===== src/rtl/sdr_ram_pkg.sv =====
// Shared types and constants for the RAM stream reader.
// Holds the playback state encoding and output-buffer sizing.
package sdr_ram_pkg;

    typedef enum logic [1:0] {
        IDLE  = 2'd0,
        RUN   = 2'd1,
        DRAIN = 2'd2
    } rd_state_e;

    localparam int BUF_DEPTH      = 4;
    localparam int BUF_DEPTH_LOG2 = 2;

    // Count needs one extra bit so that "full" (== BUF_DEPTH) is representable.
    typedef logic [BUF_DEPTH_LOG2:0]   buf_cnt_t;
    typedef logic [BUF_DEPTH_LOG2-1:0] buf_ptr_t;

    localparam buf_cnt_t BUF_FULL = buf_cnt_t'(BUF_DEPTH);
    localparam buf_cnt_t CNT_ONE  = buf_cnt_t'(1);
    localparam buf_ptr_t PTR_ONE  = buf_ptr_t'(1);

endpackage


===== src/rtl/ram_stream_buf.sv =====
// Four-entry output FIFO for the RAM stream reader.
// The head entry is driven straight from storage registers, so o_data is
// registered and holds steady while the consumer stalls.
module ram_stream_buf
    import sdr_ram_pkg::*;
#(
    parameter int DATA_WIDTH = 8
) (
    input  logic                  clk,
    input  logic                  rst_n,
    input  logic                  push_i,
    input  logic [DATA_WIDTH-1:0] push_data_i,
    input  logic                  pop_i,
    output logic [DATA_WIDTH-1:0] head_o,
    output logic                  valid_o,
    output buf_cnt_t              count_o
);

    logic [DATA_WIDTH-1:0] mem_q [BUF_DEPTH];
    buf_ptr_t              wr_ptr_q, wr_ptr_d;
    buf_ptr_t              rd_ptr_q, rd_ptr_d;
    buf_cnt_t              count_q, count_d;
    logic                  do_push;
    logic                  do_pop;

    // Qualify push/pop and compute next pointers and occupancy.
    always_comb begin
        do_pop   = pop_i && (count_q != '0);
        do_push  = push_i && ((count_q != BUF_FULL) || do_pop);
        wr_ptr_d = do_push ? (wr_ptr_q + PTR_ONE) : wr_ptr_q;
        rd_ptr_d = do_pop  ? (rd_ptr_q + PTR_ONE) : rd_ptr_q;
        count_d  = count_q;
        case ({do_push, do_pop})
            2'b10:   count_d = count_q + CNT_ONE;
            2'b01:   count_d = count_q - CNT_ONE;
            default: count_d = count_q;
        endcase
    end

    // Pointer and occupancy registers.
    always_ff @(posedge clk or negedge rst_n) begin
        if (!rst_n) begin
            wr_ptr_q <= '0;
            rd_ptr_q <= '0;
            count_q  <= '0;
        end else begin
            wr_ptr_q <= wr_ptr_d;
            rd_ptr_q <= rd_ptr_d;
            count_q  <= count_d;
        end
    end

    // Word storage; cleared on reset so the head reads zero afterwards.
    always_ff @(posedge clk or negedge rst_n) begin
        if (!rst_n) begin
            for (int i = 0; i < BUF_DEPTH; i++) begin
                mem_q[i] <= '0;
            end
        end else if (do_push) begin
            mem_q[wr_ptr_q] <= push_data_i;
        end
    end

    assign head_o  = mem_q[rd_ptr_q];
    assign valid_o = (count_q != '0);
    assign count_o = count_q;

endmodule


===== src/rtl/ram_stream_reader.sv =====
// Read-side initiator for a single-port synchronous RAM.
// Issues credit-limited reads (buffered + in-flight words never exceed the
// output FIFO depth) and streams the words on a valid/ready interface,
// either one-shot or looped until stop.
// Optional build macro RAM_STREAM_READER_CHKSUM_EN adds a chksum output:
// the XOR of every word transferred since the last accepted start.
module ram_stream_reader
    import sdr_ram_pkg::*;
#(
    parameter int DATA_WIDTH = 8,
    parameter int DEPTH_LOG2 = 4
) (
    input  logic                  clk,
    input  logic                  rst_n,
    input  logic                  start,
    input  logic                  stop,
    input  logic [DEPTH_LOG2:0]   len,
    input  logic                  loop,
    output logic                  busy,
    output logic                  done,
    output logic                  ram_en,
    output logic                  ram_we,
    output logic [DEPTH_LOG2-1:0] ram_addr,
    input  logic [DATA_WIDTH-1:0] ram_do,
    output logic [DATA_WIDTH-1:0] o_data,
    output logic                  o_valid,
    input  logic                  o_ready
`ifdef RAM_STREAM_READER_CHKSUM_EN
   ,output logic [DATA_WIDTH-1:0] chksum
`endif
);

    localparam logic [DEPTH_LOG2:0]   FULL_LEN = {1'b1, {DEPTH_LOG2{1'b0}}};
    localparam logic [DEPTH_LOG2-1:0] ADDR_ONE = 1;

    rd_state_e             state_q, state_d;
    logic [DEPTH_LOG2-1:0] addr_q, addr_d;
    logic [DEPTH_LOG2-1:0] last_q, last_d;
    logic                  loop_q, loop_d;
    logic                  inflight_q;
    logic                  len0_done_q, len0_done_d;

    buf_cnt_t              buf_count;
    buf_cnt_t              occupancy;
    logic                  buf_empty;
    logic                  issue;
    logic                  accept_start;
    logic                  drain_done;

    // Read credit: a read may only go out when the FIFO can hold it together
    // with the word already travelling through the RAM output register.
    always_comb begin
        occupancy    = buf_count + buf_cnt_t'(inflight_q);
        issue        = (state_q == RUN) && (occupancy < BUF_FULL);
        buf_empty    = (buf_count == '0);
        accept_start = (state_q == IDLE) && start;
        drain_done   = (state_q == DRAIN) && buf_empty && !inflight_q;
    end

    // Playback FSM next-state and address sequencing.
    always_comb begin
        state_d     = state_q;
        addr_d      = addr_q;
        last_d      = last_q;
        loop_d      = loop_q;
        len0_done_d = 1'b0;
        case (state_q)
            IDLE: begin
                if (start) begin
                    if (len == '0) begin
                        len0_done_d = 1'b1;
                    end else begin
                        state_d = RUN;
                        addr_d  = '0;
                        loop_d  = loop;
                        // Lengths beyond the RAM depth play the whole RAM.
                        if (len >= FULL_LEN) begin
                            last_d = '1;
                        end else begin
                            last_d = len[DEPTH_LOG2-1:0] - ADDR_ONE;
                        end
                    end
                end
            end
            RUN: begin
                if (issue) begin
                    if (addr_q == last_q) begin
                        addr_d = '0;
                        if (!loop_q) begin
                            state_d = DRAIN;
                        end
                    end else begin
                        addr_d = addr_q + ADDR_ONE;
                    end
                end
                // A read issued in the stop cycle still completes.
                if (stop) begin
                    state_d = DRAIN;
                end
            end
            DRAIN: begin
                if (drain_done) begin
                    state_d = IDLE;
                end
            end
            default: begin
                state_d = IDLE;
            end
        endcase
    end

    // Control state registers.
    always_ff @(posedge clk or negedge rst_n) begin
        if (!rst_n) begin
            state_q     <= IDLE;
            addr_q      <= '0;
            last_q      <= '0;
            loop_q      <= 1'b0;
            inflight_q  <= 1'b0;
            len0_done_q <= 1'b0;
        end else begin
            state_q     <= state_d;
            addr_q      <= addr_d;
            last_q      <= last_d;
            loop_q      <= loop_d;
            inflight_q  <= issue;
            len0_done_q <= len0_done_d;
        end
    end

    // The RAM word read last cycle is on ram_do now; capture it into the FIFO.
    ram_stream_buf #(
        .DATA_WIDTH (DATA_WIDTH)
    ) u_buf (
        .clk         (clk),
        .rst_n       (rst_n),
        .push_i      (inflight_q),
        .push_data_i (ram_do),
        .pop_i       (o_ready),
        .head_o      (o_data),
        .valid_o     (o_valid),
        .count_o     (buf_count)
    );

    assign ram_en   = issue;
    assign ram_we   = 1'b0;
    assign ram_addr = addr_q;
    assign busy     = (state_q != IDLE);
    assign done     = len0_done_q || drain_done;

`ifdef RAM_STREAM_READER_CHKSUM_EN
    logic [DATA_WIDTH-1:0] chksum_q, chksum_d;

    // Running XOR of transferred words, restarted by each accepted start.
    always_comb begin
        chksum_d = chksum_q;
        if (accept_start) begin
            chksum_d = '0;
        end else if (o_valid && o_ready) begin
            chksum_d = chksum_q ^ o_data;
        end
    end

    // Checksum register.
    always_ff @(posedge clk or negedge rst_n) begin
        if (!rst_n) begin
            chksum_q <= '0;
        end else begin
            chksum_q <= chksum_d;
        end
    end

    assign chksum = chksum_q;
`endif

endmodule


===== config.mk =====
export PLATFORM = sky130hd
export DESIGN_NAME = ram_stream_reader
export DESIGN_NICKNAME = d
export VERILOG_FILES = /design/src/rtl/sdr_ram_pkg.sv /design/src/rtl/ram_stream_buf.sv /design/src/rtl/ram_stream_reader.sv
export SDC_FILE = /design/constraint.sdc
export NUM_CORES = 1
export LEC_CHECK = 0
export ABC_CLOCK_PERIOD_IN_PS = 2600
export CORE_MARGIN = 1.5
export CORE_UTILIZATION = 50
export DETAILED_ROUTE_END_ITERATION = 6
export GPL_ROUTABILITY_DRIVEN = 0
export PLACE_DENSITY_LB_ADDON = 0.15
export SETUP_SLACK_MARGIN = 0.02
export SLEW_MARGIN = 0
export SYNTH_ARGS = -nofsm -noshare
export SYNTH_HDL_FRONTEND = slang
export SYNTH_SLANG_ARGS = --single-unit

===== constraint.sdc =====
create_clock -name clk -period 2.6 [get_ports clk]
set_input_delay 0.52 -clock clk [delete_from_list [all_inputs] [get_ports clk]]
set_output_delay 0.52 -clock clk [all_outputs]
set_load 0.03 [all_outputs]

==> flow_results.org <==
** Run status
- The flow ran to the end, and the final reports show no timing, DRC or antenna violations.

** STA
- Min cycle time layout :: 2475 ps
- Setup violations remaining at the end of the flow were counted as 0.
- At the pin with the least slew margin, the transition time is about 560 ps.
- The count of pins over their slew limit was 0.
- Final setup slack of the worst path :: 124.7 ps
- The hold violation total from the final report is 0.
- Setup Total Neg Slack :: 0 ps
- Final Cycle Share :: a little over nine tenths
- The clock arrives with around 8 ps of skew.
- Slew margin rel. :: 62.40%
- Setup repair after global routing missed its margin :: no
- Achievable frequency :: around 0.4 GHz

** Yosys
- Sequential cell area fraction in the yosys report :: 51.41%
- Synth top area share :: 51.41%
- Post-synthesis average cell area :: about 13 sq um
- The synthesized netlist occupies a cell area of about 2500 sq um.
- Cell accounting for the most synthesized area :: dfrtp_1
- Number of unique standard cell types used by synthesis :: slightly above 40
- Gate count of the mapped netlist :: between 150 and 200
- Flip-flop and latch count after synthesis :: 52
- The Yosys step of the flow raised 0 warnings.
- Ranking of synthesized cells by area :: dfrtp_1, mux2_2, mux4_2, ha_1, xnor2_1
- Synthesized Nets :: approximately 220

** Layout
- Sequential cell area :: about 1300 sq um
- The post-route netlist has 26.09% of its cells at a drive strength greater than 1.
- Final cell utilization of the core :: approximately 64%
- The repair_antennas step left the layout with diodes totalling 0.
- The area growth from synthesis to layout is 20.71%.
- The multi-input combinational cells in the finished layout cover a total of ~1100 sq um.
- Final standard cell count with taps included and fillers excluded :: roughly 300
- Filler instances :: 385
- Leading cell type in the layout, fill and taps excluded :: dfrtp_1
- The library cells used most frequently in the layout, excluding fill and tap cells, are dfrtp_1, mux2_2, clkdlybuf4s50_1.
- Nets@finish :: about 260

** Route
- The first TritonRoute pass finished after 4 iterations.
- Once detail routing completed, the nets flagged for antenna violations numbered 0.
- Detailed routing inserted a total of between 1,500 and 2,000 vias.
- Wires add up to ~4800 microns.
- In the final routed layout, each cell accounts on average for about 16 microns.
- In the routed layout, each cell is associated on average with a via count of between 5 and 6.
- The detailed router finished its first iteration with 69 violations.
- In the routed design, unresolved DRC markers number 0.

** Clock tree
- The clock reaches the later pin of the worst-skew pair after roughly 300 ps.
- Clock-pin slew was measured on the worst setup and hold paths at approximately 90 ps.
- Counting the buffers created by CTS gives 5.
- In this run the clock root is driven by a clkbuf_8.
- Clock Sink Count :: between 50 and 60
- Cts-stage hold buffer count :: 0
- Postcts setup bufs :: 0
- Number of H-tree branching levels :: 2
- TritonCTS built the clock tree.
- No sink is reached through more buffers than the 2 on the longest clock path.

** Power
- Highest ir drop seen on vdd :: 631.7 uV
- Power Total :: between 3 and 4 mW
- Leakage power figure :: 1.392 nW
- For this design the ratio of total power to cell area is around 1200 nW/um^2.

** Worst hold path
- Worst hold-check path type :: input port to async pin

** Critical path
- Element type at the critical path start :: flop
- Worst endpoint data arrival time :: approximately 2000 ps
- The worst setup path is of the flop to primary output kind.
- Critical-path maximum fanout :: 3
- STA classifies the critical path endpoint as a primary output.
- At the worst endpoint, the required time is 2080 ps.

** Placed design
- Worst-case setup slack after placement :: around 120 ps
- In this run the tool buffered the top-level ports with 34 buffer cells.
- Summed over all nets, the half-perimeter wirelength after detailed placement is around 3500 microns.
- Number of placed instances, taps included :: 289

** Floorplan
- The die covers approximately 5500 sq um.
- I/O pin total :: 36
- The initial utilization of the core area, before any placement, comes to between 50% and 60%.
- Number of cell rows :: 25
- Die span in y :: around 74 microns
- The floorplan step set the die width to about 74 microns.
- CORE AREA :: approximately 4800 sq um

** Global routing
- Grt ovf :: 0
- The first global-routing pass estimated roughly 7900 microns of wire.
- Entering global routing, the biggest net connects 24 pins.
- Via count of the first global-routing pass :: approximately 1,700
- Overall routing resource usage :: slightly below 20%
- Initial antenna violation count :: 0

** Run
- Number of max-cap violations :: 0
-- routing by layer --
layer | vias up | GRT usage, % | wire length, microns | share of wire (%)
li1 | 743 | - | - | -
met1 | 801 | 23.29 | 2069 | 43
met2 | 38 | 34.82 | 2460 | 51
met3 | 9 | 4.472 | 201 | 4.2
met4 | 0 | 5.967 | 62 | 1.3
met5 | - | 0 | 0 | 0
-- Yosys cell counts (all sizes together) --
| master | instances |
|---|---|
| and3 | 2 |
| o21ai | 5 |
| nor3b | 1 |
| clkbuf | 1 |
| nor3 | 2 |
| nor2 | 9 |
| buf | 5 |
| mux2 | 33 |
| inv | 13 |
| and2 | 1 |
| ha | 8 |
| or2 | 1 |
| nor4b | 1 |
| mux4 | 8 |
| fa | 1 |
| nand3 | 1 |
| o32ai | 2 |
| nand2 | 9 |
| o41a | 1 |
| xnor2 | 7 |
| a21o | 1 |
| a31o | 2 |
| or3 | 1 |
| xor2 | 6 |
| a32o | 2 |
| nor4 | 1 |
| nor2b | 2 |
| mux2i | 1 |
| dfrtp | 52 |
| a31oi | 5 |
| or3b | 1 |
| nand3b | 1 |
| and3b | 1 |
| conb | 1 |
-- logic make-up (layout without fill, tap and decap cells) --
logic type               count (synthesis)  in the layout  share of synthesized area (%)
AO/OA/AOI/OAI                           18             18                          5.141
XOR/XNOR                                13             13                          4.498
adder cells (fa/ha/maj)                  9              9                          4.746
buffers and inverters                   19             61                          3.361
flip-flops                              52             52                          51.41
multiplexers                            42             42                          22.84
other                                    1              1                         0.1482
AND/OR/NAND/NOR                         34             34                          7.860
-- state kept, by name, indices dropped and copies added, names as in the netlist --
signal / count
ram_addr: 4
loop_q: 1
inflight_q: 1
len0_done_q: 1
last_q: 4
u_buf.count_o: 3
u_buf.wr_ptr_q: 2
u_buf.rd_ptr_q: 2
u_buf.mem_q: 32
state_q: 2
-- report_power, final --
group / switching [mW] / internal, mW
sequential: 0.276 / 1.17
clock: 0.246 / 0.218
combinational: 0.878 / 0.898
total: 1.40 / 2.29
-- area by class of cell --
cell class	count	share of cell area, %
clock buffer	8	2.948
inverter	13	1.597
multi-input combinational	117	37.47
sequential	52	42.59
tap	67	2.744
timing repair buffer	40	12.65
-- worst max-delay path, stage by stage (launching register included) --
cell	delay [ps]
dfrtp_1	490
mux4_2	560
clkdlybuf4s50_1	610
-- per-stage QoR --
step / hold slack, ps / instance area [sq um]
finish: 105.2 / 3055
CTS: 110.4 / 3053
global placement: 428.4 / 2972
detailed placement: 439.9 / 2972
floorplan: 224.4 / 2531
global route: 119.6 / 3055
-- worst paths after layout --
path | startpoint | end | slack, ps | cells past startpoint
setup / recovery | u_buf.rd_ptr_q[0] | o_data[4] | 120 | 2
hold / removal | rst_n | u_buf.mem_q[3] | 110 | 1
setup reg to reg | u_buf.count_o[1] | u_buf.count_o[1] | 500 | 6
hold reg to reg | u_buf.mem_q[22] | u_buf.mem_q[22] | 500 | 1
max in group asynchronous | rst_n | u_buf.mem_q[20] | 1880 | 2
min in group clk | u_buf.mem_q[22] | u_buf.mem_q[22] | 500 | 1
-- what timing repair did --
action,CTS,global route
endpoints found under the setup margin,7,1
pin swaps,0,0
endpoints found under the hold margin,0,0
resized for setup,7,1
Note: power is estimated with default switching activity, not from simulation.
